===== config.mk =====
export PLATFORM = sky130hd
export DESIGN_NAME = sa_tile_seq
export DESIGN_NICKNAME = d
export VERILOG_FILES = /design/src/rtl/sa_pkg.sv /design/src/rtl/sa_skew_line.sv /design/src/rtl/sa_tile_seq.sv
export SDC_FILE = /design/constraint.sdc
export NUM_CORES = 1
export LEC_CHECK = 0
export BUFFER_PORTS_ARGS = -buffer_cell sky130_fd_sc_hd__buf_4
export CORE_MARGIN = 3
export CORE_UTILIZATION = 57
export DETAILED_ROUTE_END_ITERATION = 10
export GPL_TIMING_DRIVEN = 0
export PLACE_DENSITY = 0.81
export SLEW_MARGIN = 5
export SYNTH_ARGS = -nofsm -noshare
export SYNTH_HDL_FRONTEND = slang
export SYNTH_HIERARCHICAL = 1
export SYNTH_SLANG_ARGS = --single-unit

===== constraint.sdc =====
create_clock -name CLK -period 3.5 [get_ports CLK]
set_input_delay 0 -clock CLK [delete_from_list [all_inputs] [get_ports CLK]]
set_output_delay 0 -clock CLK [all_outputs]
set_load 0.05 [all_outputs]

===== src/rtl/sa_pkg.sv =====
// Shared constants, state encoding and lane-vector type for the 8x8 systolic tile sequencer.
package sa_pkg;

  localparam int N         = 8;            // tile dimension (rows = columns)
  localparam int DW        = 8;            // operand width per lane
  localparam int K_MAX     = 8;            // maximum accumulation depth
  localparam int KW        = 4;            // width of k_len / k_cnt
  localparam int ACC_W     = 19;           // tile accumulator width: 8 x 255 x 255 fits
  localparam int DRAIN_CYC = 2 * (N - 1);  // zero-injection cycles after the last accept

  // Last drain_cnt value before moving to DONE.
  localparam logic [3:0] DRAIN_LAST = 4'(DRAIN_CYC - 1);

  typedef enum logic [2:0] {
    IDLE,
    CLEAR,
    FEED,
    DRAIN,
    DONE
  } state_t;

  // One DW-bit operand per lane; lane i occupies bits [i*DW +: DW].
  typedef logic [N-1:0][DW-1:0] lane_vec_t;

  // Requested depths beyond K_MAX are clamped so the accumulators cannot overflow.
  function automatic logic [KW-1:0] clamp_k(input logic [KW-1:0] k);
    return (k > KW'(K_MAX)) ? KW'(K_MAX) : k;
  endfunction

endpackage


===== src/rtl/sa_skew_line.sv =====
// Enable-gated delay line producing the diagonal skew for one tile edge lane.
// DEPTH=0 degenerates to a plain wire.
module sa_skew_line
  import sa_pkg::*;
#(
  parameter int DEPTH = 1
) (
  input  logic          CLK,
  input  logic          RST,
  input  logic          clr,
  input  logic          en,
  input  logic [DW-1:0] din,
  output logic [DW-1:0] dout
);

  if (DEPTH == 0) begin : g_wire

    // Control inputs have no effect on a zero-depth lane.
    logic unused_ctrl;
    assign unused_ctrl = ^{CLK, RST, clr, en};
    assign dout        = din;

  end else begin : g_shift

    logic [DEPTH-1:0][DW-1:0] stage_q, stage_d;

    // Next stage contents: clear, shift by one when enabled, otherwise hold.
    always_comb begin
      // NOTE: assigning the hold value first keeps this always_comb free of inferred latches.
      stage_d = stage_q;
      if (clr) begin
        stage_d = '0;
      end else if (en) begin
        stage_d[0] = din;
        for (int s = 1; s < DEPTH; s++) begin
          stage_d[s] = stage_q[s-1];
        end
      end
    end

    // Stage register with synchronous reset.
    always_ff @(posedge CLK) begin
      // NOTE: every stage is reset so the tile edge reads zero after an aborted job, not stale operands.
      if (RST) begin
        stage_q <= '0;
      end else begin
        // NOTE: non-blocking assignment so every stage samples its neighbour's pre-edge value.
        stage_q <= stage_d;
      end
    end

    assign dout = stage_q[DEPTH-1];

  end

endmodule


===== src/rtl/sa_tile_seq.sv =====
// Sequencer for one 8x8 output-stationary systolic tile: clears the accumulators,
// feeds K skewed operand pairs, drains with zeros and flags the final results.
module sa_tile_seq
  import sa_pkg::*;
(
  input  logic            CLK,
  input  logic            RST,
  input  logic            start,
  input  logic [KW-1:0]   k_len,
  output logic            busy,
  output logic            done,
  output logic            res_valid,
  input  logic            op_valid,
  output logic            op_ready,
  input  logic [N*DW-1:0] op_a,
  input  logic [N*DW-1:0] op_b,
  output logic            tile_rst,
  output logic            tile_en,
  output logic [N*DW-1:0] tile_row,
  output logic [N*DW-1:0] tile_col
);

  state_t          state_q, state_d;
  logic [KW-1:0]   klen_q, klen_d;
  logic [KW-1:0]   k_cnt_q, k_cnt_d;
  logic [3:0]      drain_cnt_q, drain_cnt_d;
  logic            res_valid_q, res_valid_d;

  logic            accept;
  logic            skew_clr;
  lane_vec_t       a_lanes, b_lanes;
  lane_vec_t       a_din, b_din;
  lane_vec_t       row_out, col_out;

  assign a_lanes = op_a;
  assign b_lanes = op_b;

  // Handshake, tile controls and skew inputs decoded from the current state.
  always_comb begin
    op_ready  = (state_q == FEED) && !RST;
    accept    = op_ready && op_valid;
    // The array only steps on an accept while feeding, so an empty input stalls every PE together.
    tile_en   = !RST && (accept || (state_q == DRAIN));
    tile_rst  = RST || (state_q == CLEAR);
    skew_clr  = (state_q == CLEAR);
    busy      = (state_q != IDLE);
    done      = (state_q == DONE) && !RST;
    res_valid = res_valid_q;
    // Operands enter only while feeding; the drain pushes zeros behind the last product.
    a_din     = (state_q == FEED) ? a_lanes : '0;
    b_din     = (state_q == FEED) ? b_lanes : '0;
  end

  // Next-state and counter updates.
  always_comb begin
    state_d     = state_q;
    klen_d      = klen_q;
    k_cnt_d     = k_cnt_q;
    drain_cnt_d = drain_cnt_q;
    res_valid_d = res_valid_q;

    case (state_q)
      IDLE: begin
        if (start) begin
          klen_d      = clamp_k(k_len);
          k_cnt_d     = '0;
          res_valid_d = 1'b0;
          state_d     = CLEAR;
        end
      end
      CLEAR: begin
        k_cnt_d     = '0;
        drain_cnt_d = '0;
        if (klen_q == '0) begin
          // Nothing to accumulate: the cleared tile already holds the all-zero result.
          res_valid_d = 1'b1;
          state_d     = DONE;
        end else begin
          state_d = FEED;
        end
      end
      FEED: begin
        if (accept) begin
          k_cnt_d = k_cnt_q + 1'b1;
          if (k_cnt_q == klen_q - 1'b1) begin
            drain_cnt_d = '0;
            state_d     = DRAIN;
          end
        end
      end
      DRAIN: begin
        drain_cnt_d = drain_cnt_q + 4'd1;
        if (drain_cnt_q == DRAIN_LAST) begin
          res_valid_d = 1'b1;
          state_d     = DONE;
        end
      end
      DONE: begin
        state_d = IDLE;
      end
      default: begin
        state_d = IDLE;
      end
    endcase
  end

  // State and counter registers with synchronous reset.
  always_ff @(posedge CLK) begin
    if (RST) begin
      state_q     <= IDLE;
      klen_q      <= '0;
      k_cnt_q     <= '0;
      drain_cnt_q <= '0;
      res_valid_q <= 1'b0;
    end else begin
      state_q     <= state_d;
      klen_q      <= klen_d;
      k_cnt_q     <= k_cnt_d;
      drain_cnt_q <= drain_cnt_d;
      res_valid_q <= res_valid_d;
    end
  end

  // Row lane i and column lane j are delayed by i and j enabled steps respectively.
  for (genvar i = 0; i < N; i++) begin : g_lane
    sa_skew_line #(.DEPTH(i)) u_row_skew (
      .CLK  (CLK),
      .RST  (RST),
      .clr  (skew_clr),
      .en   (tile_en),
      .din  (a_din[i]),
      .dout (row_out[i])
    );
    sa_skew_line #(.DEPTH(i)) u_col_skew (
      .CLK  (CLK),
      .RST  (RST),
      .clr  (skew_clr),
      .en   (tile_en),
      .din  (b_din[i]),
      .dout (col_out[i])
    );
  end

  assign tile_row = row_out;
  assign tile_col = col_out;

endmodule

Yosys cells after proc, flatten, opt, wreduce, memory -nomap -nowiden
Cells that the tools add are included.
- register bits after elaboration: 464
- muxes and demuxes: 19
- $lt $le $gt $ge: 1
- add/subtract/negate cells: 3
- reductions and logical operators: 19
- equality and inequality tests: 11
- operator list (operator ; count):
    2-to-1 mux 64 bit ; 2
    case mux 4 bit (3 select lines) ; 2
    2-to-1 mux 4 bit ; 5
    2-to-1 mux 3 bit ; 5
    case mux 3 bit (4 select lines) ; 1
    nonzero test 3 bit ; 4
    adder 4 x 1 -> 4 bit (second input constant) ; 2
    AND reduction 4 bit ; 2
    == test 3 x 2 -> 1 bit (second input constant) ; 2
    != test 2 bit (second input constant) ; 3
    AND reduction 3 bit ; 2
    == test 4 bit ; 1
    == test 4 bit (second input constant) ; 1
    greater-than comparator 4 bit (second input constant) ; 1
    logical AND 1 bit ; 4
    logical NOT 4 bit ; 1
    != test 2 x 1 -> 1 bit (second input constant) ; 2
    subtractor 4 x 1 -> 4 bit (second input constant) ; 1
    == test 3 x 1 -> 1 bit (second input constant) ; 1
    == test 3 bit (second input constant) ; 1
    logical NOT 3 bit ; 1
    2-to-1 mux 1 bit ; 3
    case mux 1 bit (3 select lines) ; 1
    logical OR 1 bit ; 2
    other kinds (3) ; 3

Logic depth before layout (Yosys ltp)
- depth after elaboration: 5
- mapped depth: 9

Cells and area by module
Netlist, hierarchy kept.
- modules (own cells, without submodules) (module ; area an instance (um^2) ; times used ; cells each):
    sa_skew_line at g_lane[7].u_col_skew ... ; 2072.0 ; 2 ; 189
    sa_skew_line at g_lane[6].u_col_skew ... ; 1815.5 ; 2 ; 164
    sa_skew_line at g_lane[5].u_col_skew ... ; 1502.7 ; 2 ; 139
    sa_skew_line at g_lane[4].u_col_skew ... ; 1216.2 ; 2 ; 113
    sa_tile_seq ; 1865.5 ; 1 ; 260
    sa_skew_line at g_lane[3].u_col_skew ... ; 927.1 ; 2 ; 87
    sa_skew_line at g_lane[2].u_col_skew ... ; 641.9 ; 2 ; 61
    sa_skew_line at g_lane[1].u_col_skew ... ; 295.3 ; 2 ; 27
    sa_skew_line at g_lane[0].u_col_skew ... ; 60.1 ; 2 ; 8

Least setup slack after synthesis
No wires, ideal clock.
- path kind: reg-to-reg
- from: register state_q[0]
- to: register g_lane[7].u_col_skew/g_shift.stage_q[0] in the netlist's numbering
- data required time: 3.386 ns
- buffers on the path: 4
- data arrival time: 4.732 ns
- stages on the path, launching flop included: 9
- path slack: -1.346 ns
- clock period less this slack: 4.846 ns
- setup time: 0.114 ns
- path through: dfxtp_1 > clkbuf_1 > clkbuf_1 > nor2_1 > nor4b_1 > buf_4 > buf_6 > mux2i_1 > nor2_1
- cells in the longest elaborated chain, start to end: 5
- RTL lines (item ; line ; text):
    start: declaration ; sa_tile_seq.sv:23 ; state_t state_q, state_d;
    start signal: assignment ; sa_tile_seq.sv:116 ; state_q <= state_d;
    == test 3 x 2 -> 1 bit ; sa_tile_seq.sv:40 ; op_ready = (state_q == FEED) && !RST;
    logical AND 1 bit ; sa_tile_seq.sv:40 ;
    logical AND 1 bit ; sa_tile_seq.sv:41 ; accept = op_ready && op_valid;
    logical OR 1 bit * ; sa_tile_seq.sv:43 ; tile_en = !RST && (accept || (state_q == DRAIN));
    logical AND 1 bit * ; sa_tile_seq.sv:43 ;
    via tile_en ; sa_tile_seq.sv:18 ; output logic tile_en,
    end signal: assignment ; sa_skew_line.sv:48 ; stage_q <= stage_d;
    end: declaration ; sa_skew_line.sv:25 ; logic [DEPTH-1:0][DW-1:0] stage_q, stage_d;
The timed path passes the listed nets; every way through them passes the cells marked *.
A chain may end at the register's enable or synchronous reset.

Final worst setup path
- from: register state_q[0]
- to: register g_lane[3].u_col_skew.g_shift.stage_q, in the netlist g_lane[3].u_col_skew/dout[0]
- cells in the longest elaborated chain, start to end: 5
- RTL lines (item ; line):
    == test 3 x 2 -> 1 bit ; sa_tile_seq.sv:40
    logical AND 1 bit ; sa_tile_seq.sv:40
    logical AND 1 bit ; sa_tile_seq.sv:41
    logical OR 1 bit ; sa_tile_seq.sv:43
    logical AND 1 bit ; sa_tile_seq.sv:43
    end signal: assignment ; sa_skew_line.sv:48
    end: declaration ; sa_skew_line.sv:25
Several ways; a longest one is shown, not always the timed one.

==> out/results.md <==
| Metric | Value |
|:---|:---|
| Crit end category | register |
| Post-DP HPWL | 27.93 mm |
| Detailed router's first-iteration violation count | 522 |
| Die Width | 188.2 um |
| Seq cells post-synth | 464 |
| First-pass GRT wire length | 68.01 mm |
| Library cells used by synthesis | 42 |
| Peak supply drop | 0.0003109 V |
| Length of the first detailed-routing pass in iterations | 7 |
| Slew HR | 0.4892 |
| RSZ-0062 raised after global routing | no |
| Data required time at the worst endpoint | 3.92 ns |
| Largest net degree at the start of global routing | 18 |
| Static leakage | 9.378 nW |
| Final period utilization | 0.8658 |
| Highest net fanout along the worst path | 10 |
| Routability Congestion | 0.7910 |
| Die span in y | 188.2 um |
| Detail Route met2 WL | 20.78 mm |
| Cell Rows | 66 |
| Cell with the biggest individual delay on the critical path | nor4b_4 |
| Max Buffers Root-to-Sink | 3 |
| Residual overflow from global routing | 0 |
| Deepest level of the CTS H-tree | 2 |
| Type of the setup path with the least slack | register to register |
| Via-to-Cell Ratio | 4.885 |
| Cell count after synthesis | 1836 |
| DRC viols | 0 |
| Met3 wirelength from detailed routing | 1.571 mm |
| Final setup fails | 0 |
| Cell area after synthesis | 18930 um2 |
| TritonCTS clock tree | done |
| Delay of the slowest critical-path stage | 0.67 ns |
| Synthesis-to-layout area growth | 28.39% |
| Share of the yosys chip area belonging to registers | 0.4908 |
| Layout Utilization | 0.7450 |
| Vias in the first global route | 13740 |
| Clock buffers created by TritonCTS | 47 |
| Metal-1 WL | 18.17 mm |
| Average routed wire per standard cell | 15.14 um |
| Top achievable clock speed | 330.0 MHz |
| Post-route ant nets | 0 |
| Antenna violations before repair | 2 |
| Total Routed Length | 41.72 mm |
| Final Hold Viols | 0 |
| Result of the run | complete, no violations |
| Initial Utilization | 0.5802 |
| Average instance area after synthesis | 10.31 um2 |
| WHS | 0.1211 ns |
| Fin nets | 2417 |
| Transition time at the pin with the least slew margin | 0.7630 ns |
| Synth async-reset ratio | 0 |
| Final setup skew | 0.009886 ns |
| Power density cells | 464.2 nW/um2 |
| Buffers added on ports | 269 |
| Count of pins on the block boundary | 270 |
| Worst Setup Start Kind | register |
| Top layer used by detailed routing | met4 |
| Fraction of layout cells with a size suffix above 1 | 0.2435 |
| EDFF count, synth | 0 |
| Max-cap check violation count | 0 |
| Minimum clock period | 3.030 ns |
| Clock latency at the later pin of the worst-skew pair | 0.53 ns |
| Power, Total | 11.28 mW |
| Minimum setup slack among reg-to-reg paths | 0.47 ns |
| Setup slack at placement | 0.5203 ns |
| Class of the tightest hold or removal check | primary input to register |
| Number of vias after detailed routing | 13460 |
| Worst Path Arrival | 3.45 ns |
| Yosys Warn Count | 6 |
| Final max-slew violation count | 0 |
| Area of the die | 35430 um2 |
| Syn_nets | 1977 |
| Dominant synthesized flop cell | dfxtp_1 |
| Cell chosen for the clock root | clkbuf_16 |
| Crit path cell chain | clkbuf_1 -> clkbuf_1 -> nor2_1 -> nor4b_4 -> buf_8 -> buf_6 -> buf_4 -> buf_4 -> mux2i_1 -> nor2_1 |
| Overall routing resource usage | 0.2306 |
| Count of clock tree sinks | 464 |
| Worst Slack Setup Final | 0.4697 ns |
| Core area | 32620 um2 |
| Post-CTS clock slew at the launch and capture registers of the worst setup and hold paths | 0.06 ns |
==> sequential cells by signal, indices dropped and copies added, names as in the netlist <==
name / count
klen_q: 4
drain_cnt_q: 4
g_lane.u_row_skew/dout: 56
g_lane.u_col_skew/g_shift.stage_q: 168
g_lane.u_col_skew/dout: 56
g_lane.u_row_skew/g_shift.stage_q: 168
state_q: 3
k_cnt_q: 4
res_valid: 1
==> cell families after synthesis <==
group / synth area share
AO/OA/AOI/OAI: 0.008793
multiplexers: 0.2401
XOR/XNOR: 0.003107
buffers and inverters: 0.1033
flip-flops: 0.4908
adder cells (fa/ha/maj): 0.003305
AND/OR/NAND/NOR: 0.1507
==> final timing paths <==
path | cells past startpoint | to | start
max | 10 | g_lane[3].u_col_skew/dout[0]$_SDFFE_PP0P_ | state_q[0]$_SDFFE_PP0P_
max reg2reg | 10 | g_lane[3].u_col_skew/dout[0]$_SDFFE_PP0P_ | state_q[0]$_SDFFE_PP0P_
min | 4 | g_lane[1].u_col_skew/dout[3]$_SDFFE_PP0P_ | RST
min reg2reg | 2 | g_lane[5].u_row_skew/g_shift.stage_q[29]$_SDFFE_PP0P_ | g_lane[5].u_row_skew/g_shift.stage_q[21]$_SDFFE_PP0P_
==> worst max-delay path, delay by kind of cell, from the launching register on <==
| kind | cells | cell delay (ns) |
|---|---|---|
| buf+inv | 6 | 1.48 |
| simple gates | 3 | 0.86 |
| flops | 1 | 0.31 |
| mux | 1 | 0.27 |
==> cell usage in the layout (no fill, tap or decap), types with 8 or more instances in the layout <==
| cell type | Yosys | layout |
|---|---|---|
| dlygate4sd3_1 | 0 | 119 |
| clkbuf_2 | 8 | 8 |
| nor2_1 | 460 | 459 |
| and2_1 | 130 | 130 |
| mux2i_1 | 454 | 454 |
| buf_6 | 48 | 49 |
| clkbuf_16 | 0 | 49 |
| or2_1 | 14 | 14 |
| inv_1 | 8 | 8 |
| buf_4 | 146 | 415 |
| clkbuf_8 | 0 | 12 |
| clkbuf_1 | 26 | 41 |
| dfxtp_1 | 464 | 464 |
==> power breakdown <==
group	internal [mW]	switching, mW	total, mW
clock	2.97	1.94	4.90
combinational	0.507	0.570	1.08
sequential	5.29	0.00696	5.30
total	8.76	2.52	11.3
==> per-layer routing <==
layer  GRT usage  up-vias
met5           0        -
met4     0.07273        0
met3     0.03721       71
met2      0.4093      258
met1      0.2881     6325
li1            -     6808
==> repair_timing <==
| action | in CTS | in global routing |
|---|---|---|
| hold buffers | 119 | 0 |
| buffers inserted | 0 | 0 |
| hold endpoints to repair | 119 | 0 |
| resized for setup | 0 | 0 |
==> metrics by stage <==
stage                     cell area [um2]  instances  setup TNS [ns]
after floorplan                     18930       1836               0
after global placement              21510       2547         -464.99
after detailed placement            21560       2550               0
after CTS                           24300       2754               0
after global routing                24300       2756               0
final                               24300       2756               0
==> final cells by class <==
type | count | area (um2)
Sequential cell | 464 | 9289
Clock inverter | 9 | 98.84
Timing Repair Buffer | 391 | 3252
Tap cell | 442 | 553.0
Clock buffer | 76 | 1448
Inverter | 8 | 30.03
Antenna cell | 2 | 5.005
Buffer | 240 | 1924
Multi-Input combinational cell | 1124 | 7701
Fill cell | 2236 | 8318
==> synthesized netlist by cell type (all sizes together), types with 2 or more instances <==
| master | n | area [um2] |
|---|---|---|
| a2bb2oi | 2 | 17.52 |
| ha | 5 | 62.56 |
| and2 | 130 | 813.3 |
| nand2b | 6 | 37.54 |
| nor4b | 4 | 41.29 |
| nand2 | 2 | 7.510 |
| dfxtp | 464 | 9289 |
| a31oi | 4 | 25.02 |
| buf | 206 | 1787 |
| or2 | 14 | 87.58 |
| nor2b | 3 | 18.77 |
| a311oi | 2 | 17.52 |
| inv | 8 | 30.03 |
| nand3 | 2 | 10.01 |
| clkbuf | 34 | 137.6 |
| mux2i | 454 | 4544 |
| nor3b | 3 | 27.52 |
| xnor2 | 4 | 35.03 |
| nor2 | 461 | 1733 |
| nor3 | 5 | 25.02 |
| a21oi | 5 | 25.02 |
| nand3b | 2 | 15.01 |
| o21ai | 5 | 28.78 |
(Power assumes the default switching activity.)
